<file path="config.mk">
export PLATFORM = sky130hd
export DESIGN_NAME = mac_dot_sequencer
export DESIGN_NICKNAME = d
export VERILOG_FILES = /design/src/rtl/mac_dot_sequencer.sv
export SDC_FILE = /design/constraint.sdc
export NUM_CORES = 1
export LEC_CHECK = 0
export BUFFER_PORTS_ARGS = -buffer_cell sky130_fd_sc_hd__buf_4
export CAP_MARGIN = 20
export CORE_MARGIN = 4
export CORE_UTILIZATION = 35
export CTS_BUF_LIST = sky130_fd_sc_hd__clkbuf_8 sky130_fd_sc_hd__clkbuf_16
export DETAILED_ROUTE_END_ITERATION = 7
export GPL_ROUTABILITY_DRIVEN = 0
export SLEW_MARGIN = 30
export SYNTH_ARGS = -nofsm -noshare
export SYNTH_HDL_FRONTEND = slang
export SYNTH_SLANG_ARGS = --single-unit
</file>
<file path="constraint.sdc">
create_clock -name clk -period 1.6 [get_ports clk]
set_input_delay 0.24 -clock clk [delete_from_list [all_inputs] [get_ports clk]]
set_output_delay 0.24 -clock clk [all_outputs]
set_load 0.1 [all_outputs]
</file>
<file path="src/rtl/mac_dot_sequencer.sv">
// Dot-product sequencer: drives one external qmac through clear, operand streaming and drain,
// then holds the captured accumulator and sticky overflow on a valid/ready result port.
module mac_dot_sequencer #(
    parameter int Q     = 0,
    parameter int N     = 2,
    parameter int LEN_W = 8
) (
    input  logic             clk,
    input  logic             reset_n,
    input  logic             start,
    input  logic [LEN_W-1:0] len,
    output logic             busy,
    input  logic             in_valid,
    output logic             in_ready,
    input  logic [N-1:0]     in_a,
    input  logic [N-1:0]     in_b,
    output logic             out_valid,
    input  logic             out_ready,
    output logic [2*N-1:0]   out_result,
    output logic             out_overflow,
    output logic             mac_reset,
    output logic [N-1:0]     mac_a,
    output logic [N-1:0]     mac_b,
    input  logic [2*N-1:0]   mac_result,
    input  logic             mac_overflow
);

    typedef enum logic [2:0] {
        S_IDLE,
        S_CLEAR,
        S_RUN,
        S_DRAIN,
        S_CAPTURE,
        S_DONE
    } state_t;

    state_t           state;
    state_t           state_nxt;
    logic [LEN_W-1:0] len_r;
    logic [LEN_W-1:0] count;
    logic             live;
    logic             xfer;
    logic             accept;
    logic             last_pair;

    // Q only sets the qmac's fixed-point scaling; sequencing is independent of it.
    logic unused_q;
    assign unused_q = (Q != 0);

    assign xfer      = (state == S_RUN) && in_valid;
    assign accept    = start && ((state == S_IDLE) || ((state == S_DONE) && out_ready));
    assign last_pair = ((count + LEN_W'(1)) == len_r);

    always_comb begin
        state_nxt = state;
        busy      = (state != S_IDLE);
        in_ready  = (state == S_RUN);
        out_valid = (state == S_DONE);
        mac_reset = ~reset_n | (state == S_CLEAR);
        case (state)
            S_IDLE:    if (start) state_nxt = S_CLEAR;
            S_CLEAR:   state_nxt = (len_r != '0) ? S_RUN : S_CAPTURE;
            S_RUN:     if (xfer && last_pair) state_nxt = S_DRAIN;
            S_DRAIN:   state_nxt = S_CAPTURE;
            S_CAPTURE: state_nxt = S_DONE;
            S_DONE:    if (out_ready) state_nxt = start ? S_CLEAR : S_IDLE;
            default:   state_nxt = S_IDLE;
        endcase
    end

    always_ff @(posedge clk or negedge reset_n) begin
        if (!reset_n) begin
            state        <= S_IDLE;
            len_r        <= '0;
            count        <= '0;
            live         <= 1'b0;
            mac_a        <= '0;
            mac_b        <= '0;
            out_result   <= '0;
            out_overflow <= 1'b0;
        end else begin
            state <= state_nxt;
            if (accept) begin
                len_r <= len;
                count <= '0;
            end else if (xfer) begin
                count <= count + LEN_W'(1);
            end
            // Gaps and the post-drain cycle feed 0*0 so the accumulator holds its value.
            mac_a <= xfer ? in_a : '0;
            mac_b <= xfer ? in_b : '0;
            live  <= xfer;
            if (accept) begin
                out_overflow <= 1'b0;
            end else if (live && mac_overflow) begin
                out_overflow <= 1'b1;
            end
            if (state == S_CAPTURE) begin
                out_result <= mac_result;
            end
        end
    end

endmodule

</file>
==> metrics, run 1 <==
Crit path depth=3; endpoints failing setup=1; share of cells above drive strength 1=0.4632; Synth Area per Inst=10.75 µm²; EDFF count, synth=0; Seq pwr share=0.287; drt drc=0; initial drt markers=45; Final Hold Fails=0; pwr dens=2103 nW/µm²; most frequent cells in the layout=43 x buf_4, 24 x dfrtp_1, 18 x nor2_1, 11 x mux2_2, 8 x xnor2_1; I/O pin cnt=35; final-stage net count=212; register area share after synthesis=0.4785; Hold-fix buffers, CTS=0; Syn Inst Count=141; failing checks=setup timing; sw frac=0.4687; crit path kind=reg2out; Critical path buffers and inverters=2; Die Wd=73.83 µm; Inserted Clock Buffers=5; Setup crit start=state[2]; LEAKAGE=0.0009163 µW; Synth area leaders=dfrtp_1 48%, mux2_2 8.2%, nor2_1 4.7%, xnor2_1 4.6%, xor2_1 4.0%; outcome=complete, but fails checks; PortBufs=34; Chip Height=73.83 µm; share of flip-flops with an asynchronous set or reset=1.000; max_cap viols=0; Tcrit/Tclk final=1.019; GRT Resource Usage Total=0.1343; total congestion overflow=0; setup TNS=-0.03076 ns; skew final=0.005771 ns; diode count=0; Area growth, synth to finish=35.81%; Vias=1182; Final WS setup=-0.03076 ns; area leader, netlist=dfrtp_1; RSZ-0062 raised after global routing=true; root buf cell=clkbuf_8; worst skew pair latency=0.28 ns; mapped cell area=1516 µm²; min Tclk post-route=1.631 ns; Clk pin slew, worst setup/hold paths=0.06 ns; post-DR wirelength/cell=14.03 µm; Hold WC Path Type=in2async; initial antenna violation count=0; Fmax=0.6132 GHz; Critical Path RT=1.36 ns; Worst Max-Slew Pin Slew=0.3928 ns; Synth Flop Type=dfrtp_1; DR vias/cell=4.925; Syn. warnings=0; worst reg2reg startpoint=count[1]; max-slew violations=0; first-pass GRT wire length=5.437 mm; top-area cell type share of the netlist area=0.4785; logic gate share of total power=0.579; hold_ws=0.002332 ns; P_sw=2030 µW; vias in the first global route=1169; Worst path slowest cell=dfrtp_2; Crit path arrival time=1.39 ns; critical path capture point type=output pin; Place WS=0.04191 ns; power consumption=4330 µW; R2R Path End=state[0]; Clock Tree Buf Depth=2; largest net degree at the start of global routing=30; critical path's largest stage delay=0.42 ns; element type at the critical path start=flop; flop2flop setup slack=0.07 ns; chain of cells forming the critical path=buf_6, or3_4, buf_12; clock sinks=29; Netlist cell types=35; final WL=3.366 mm; Max IR drop VDD=0.001258 V; row count=23; R2R depth=6; Max FO, Critical Path=4; total die area=5450 µm²; CP top delay family=flip-flops; end-of-flow core utilization=0.5040; HPWL Detailed=2.431 mm; # H-tree levels=2; core area=4086 µm²; syn_nets=164; FF+latch count, synth=29; commonest non-fill, non-tap cell in the layout=buf_4; max_slew headroom=0.7370; CTS tree=done; remaining antenna violation count=0; clock power share=0.134; crit path to=busy; Initial Utilization=0.3711; drt pass-1 iters=4; Int Power=2300 µW
what timing repair did:
| item | in CTS | in global routing |
|---|---|---|
| buffers inserted | 8 | 1 |
| gates resized for setup | 15 | 8 |
| setup endpoints to repair | 3 | 9 |
| pin swaps | 2 | 1 |
| endpoints found under the hold margin | 0 | 0 |
through the flow:
stage,std cells,instance area [µm²]
3_3_place_gp,224,1839
6_report,240,2059
4_1_cts,239,2034
2_1_floorplan,141,1550
5_1_grt,240,2059
3_5_place_dp,224,1839
layout make-up:
cell class	instances	area, µm²
Clock buffer	5	68.82
Clock inverter	3	17.52
Fill cell	369	2027
Inverter	2	7.507
Multi-Input combinational cell	101	739.5
Sequential cell	29	732.0
Tap cell	50	62.56
Timing Repair Buffer	50	431.7
cells in the mapped netlist, drive strengths merged, types with 3 or more instances:
master,count
nor2,19
nand4,5
buf,6
dfrtp,29
nand3,7
a21oi,4
clkbuf,3
xnor2,8
mux2,12
xor2,8
o21ai,8
nand2,6
and2,5
layer usage:
metal | GRT usage | share of wire
met5 | 0 | 0
met4 | 0.05030 | 0.015
met3 | 0.04514 | 0.054
met2 | 0.2165 | 0.49
met1 | 0.1653 | 0.44
state kept, by name, indices dropped and copies added, names as in the netlist:
signal and flops:
count 8, len_r 8, out_result 4, state 3, mac_a 2, mac_b 2, live 1, out_overflow 1
power by group through the flow:
stage | clock [µW] | sequential (µW) | combinational [µW]
6_report | 580 | 1240 | 2510
5_1_grt | 639 | 1280 | 2650
4_1_cts | 601 | 1240 | 2500
3_5_place_dp | 0 | 1260 | 2200
3_3_place_gp | 0 | 1240 | 2150
2_1_floorplan | 0 | 1730 | 1290
how the worst min path moves through the flow:
stage	cells past startpoint	end	startpoint	slack, ns
floorplan	0	count[0]	reset_n	-0.06
global placement	2	len_r[1]	reset_n	0.32
detailed placement	2	len_r[1]	reset_n	0.33
CTS	2	live	reset_n	0.02
global route	2	len_r[4]	reset_n	0.03
finish	2	len_r[1]	reset_n	0.002
kinds of logic (layout without fill, tap and decap cells):
group,count (synthesis),after routing,synth area share
buffers and inverters,11,60,0.05693
adders and majority gates,1,1,0.008250
xor gates and xnor gates,16,16,0.09737
muxes,14,14,0.1023
DFF,29,29,0.4786
AOI/OAI and AO/OA,16,16,0.06601
and+or+nand+nor,54,54,0.1906
No activity file was read; power rests on OpenSTA's default activity.
==> inputs of run 2 (changes only) <==
--- a/config.mk
+++ b/config.mk
@@ -12,6 +12,7 @@
 export CTS_BUF_LIST = sky130_fd_sc_hd__clkbuf_8 sky130_fd_sc_hd__clkbuf_16
 export DETAILED_ROUTE_END_ITERATION = 7
 export GPL_ROUTABILITY_DRIVEN = 0
+export SETUP_SLACK_MARGIN = 0.5
 export SLEW_MARGIN = 30
 export SYNTH_ARGS = -nofsm -noshare
 export SYNTH_HDL_FRONTEND = slang
==> run 2 against run 1 <==
Compared with the run above: the flow still finishes with violations (setup timing); wire length is 13% higher; clock power grew 16%; critical path depth rose by 1; utilization up 9.2 points; sequential share of layout area is 5.0 points lower; worst setup slack better by 0.027 ns.
==> metrics, run 2 (synthesis results as in run 1) <==
Final Hold Fails=0; R2R depth=6; PortBufs=34; RSZ-0062 raised after global routing=true; commonest non-fill, non-tap cell in the layout=buf_4; Worst path slowest cell=dfrtp_1; Fmax=0.6234 GHz; CTS tree=done; outcome=complete, but fails checks; chain of cells forming the critical path=buf_6, buf_6, nor3b_4, buf_12; max_slew headroom=0.7473; Hold-fix buffers, CTS=0; Area growth, synth to finish=60.56%; setup TNS=-0.004001 ns; Hold WC Path Type=in2async; Clock Tree Buf Depth=2; Die Wd=73.83 µm; share of cells above drive strength 1=0.6100; skew final=0.006055 ns; row count=23; HPWL Detailed=2.382 mm; initial antenna violation count=0; critical path capture point type=output pin; first-pass GRT wire length=5.996 mm; LEAKAGE=0.001042 µW; Crit path depth=4; Largest regs=count: 8 flops, len_r: 8 flops, out_result: 4 flops; vias in the first global route=1310; # H-tree levels=2; Critical path buffers and inverters=3; pwr dens=2122 nW/µm²; Max FO, Critical Path=5; Crit path arrival time=1.36 ns; total die area=5450 µm²; most frequent cells in the layout=32 x buf_4, 17 x nor2_1, 15 x dfrtp_2, 14 x dfrtp_1, 14 x buf_12; Vias=1247; Initial Utilization=0.3711; end-of-flow core utilization=0.5958; largest net degree at the start of global routing=30; drt drc=0; Tcrit/Tclk final=1.003; crit path kind=reg2out; Placed Area=1907 µm²; clock sinks=29; final instance area=2435 µm²; DR vias/cell=4.988; CP top delay family=buffers and inverters; Clk pin slew, worst setup/hold paths=0.07 ns; root buf cell=clkbuf_8; post-DR wirelength/cell=15.26 µm; I/O pin cnt=35; failing checks=setup timing; worst skew pair latency=0.29 ns; Chip Height=73.83 µm; Final WS setup=-0.004001 ns; final-stage net count=222; remaining antenna violation count=0; final WL=3.815 mm; min Tclk post-route=1.604 ns; element type at the critical path start=flop; initial drt markers=48; GRT Resource Usage Total=0.1498; most frequent CP cell=buf_6; core area=4086 µm²; Inserted Clock Buffers=5; Critical Path RT=1.36 ns; Worst Max-Slew Pin Slew=0.3791 ns; Max IR drop VDD=0.001247 V; total congestion overflow=0; max-slew violations=0; endpoints failing setup=1; critical path's largest stage delay=0.40 ns; diode count=0; drt pass-1 iters=4; max_cap viols=0
[run 2: cell types whose count changed in the layout (fill, tap and decap cells not counted), moves of 2 or more]
cell / delta
clkbuf_8: +2
and2_1: -4
buf_12: +11
nand2_1: -2
and2_4: +4
nor4_1: -2
buf_6: +10
dfrtp_2: +10
nor4_4: +2
dfrtp_1: -10
buf_4: -11
[run 2: worst paths after layout]
check / start / end / slack, ns
worst min-delay path: reset_n / count[6] / 0.008
worst max register to register: state[0] / count[6] / 0.01
min in group clk: len[6] / len_r[6] / 0.18
worst min register to register: live / out_overflow / 0.51
worst max-delay path: state[2] / in_ready / -0.004
max in group asynchronous: reset_n / mac_a[0] / 1.29
[run 2: per-stage QoR]
| stage | power, µW | hold slack [ns] | setup slack (ns) | instances |
|---|---|---|---|---|
| 5_1_grt | 5398 | 0.03903 | -0.03693 | 250 |
| 3_3_place_gp | 3517 | 0.3176 | 0.1339 | 225 |
| 3_5_place_dp | 3575 | 0.3262 | 0.1102 | 225 |
| 6_report | 5167 | 0.007872 | -0.004001 | 250 |
| 2_1_floorplan | 3109 | -0.05559 | -0.01538 | 141 |
| 4_1_cts | 4862 | 0.01611 | 0.01800 | 247 |
[run 2: power breakdown]
| part | internal (µW) | switching (µW) | total, µW |
|---|---|---|---|
| clock | 388 | 283 | 671 |
| sequential | 1010 | 339 | 1350 |
| combinational | 1500 | 1640 | 3140 |
[run 2: timing repair]
item / 4_1_cts / 5_1_grt
pin swaps: 13 / 13
setup buffers: 14 / 3
hold endpoints to repair: 0 / 0
gates cloned: 0 / 0
resized for setup: 47 / 29
setup endpoints to repair: 42 / 42
[run 2: final cells by class]
type	instances	area, µm²
fillers	338	1652
multi-input cells	101	837.1
flip-flops and latches	29	744.5
repair buffers	60	681.9
clock buffers	7	96.34
well taps	50	62.56
inverters	2	7.507
clock inverters	1	5.005
[run 2: metal layers]
layer / track usage / vias up / wire length [µm]
met5: 0 / - / 0
met4: 0.09658 / 0 / 102
li1: - / 597 / -
met2: 0.2539 / 34 / 2045
met3: 0.03283 / 8 / 165
met1: 0.1678 / 608 / 1501
[run 2: worst register-to-register path: cells and delay by family, from the launching register on]
family	cells	cell delay (ns)
xor+xnor	1	0.15
buf+inv	1	0.13
simple gates	4	0.74
flops	1	0.45
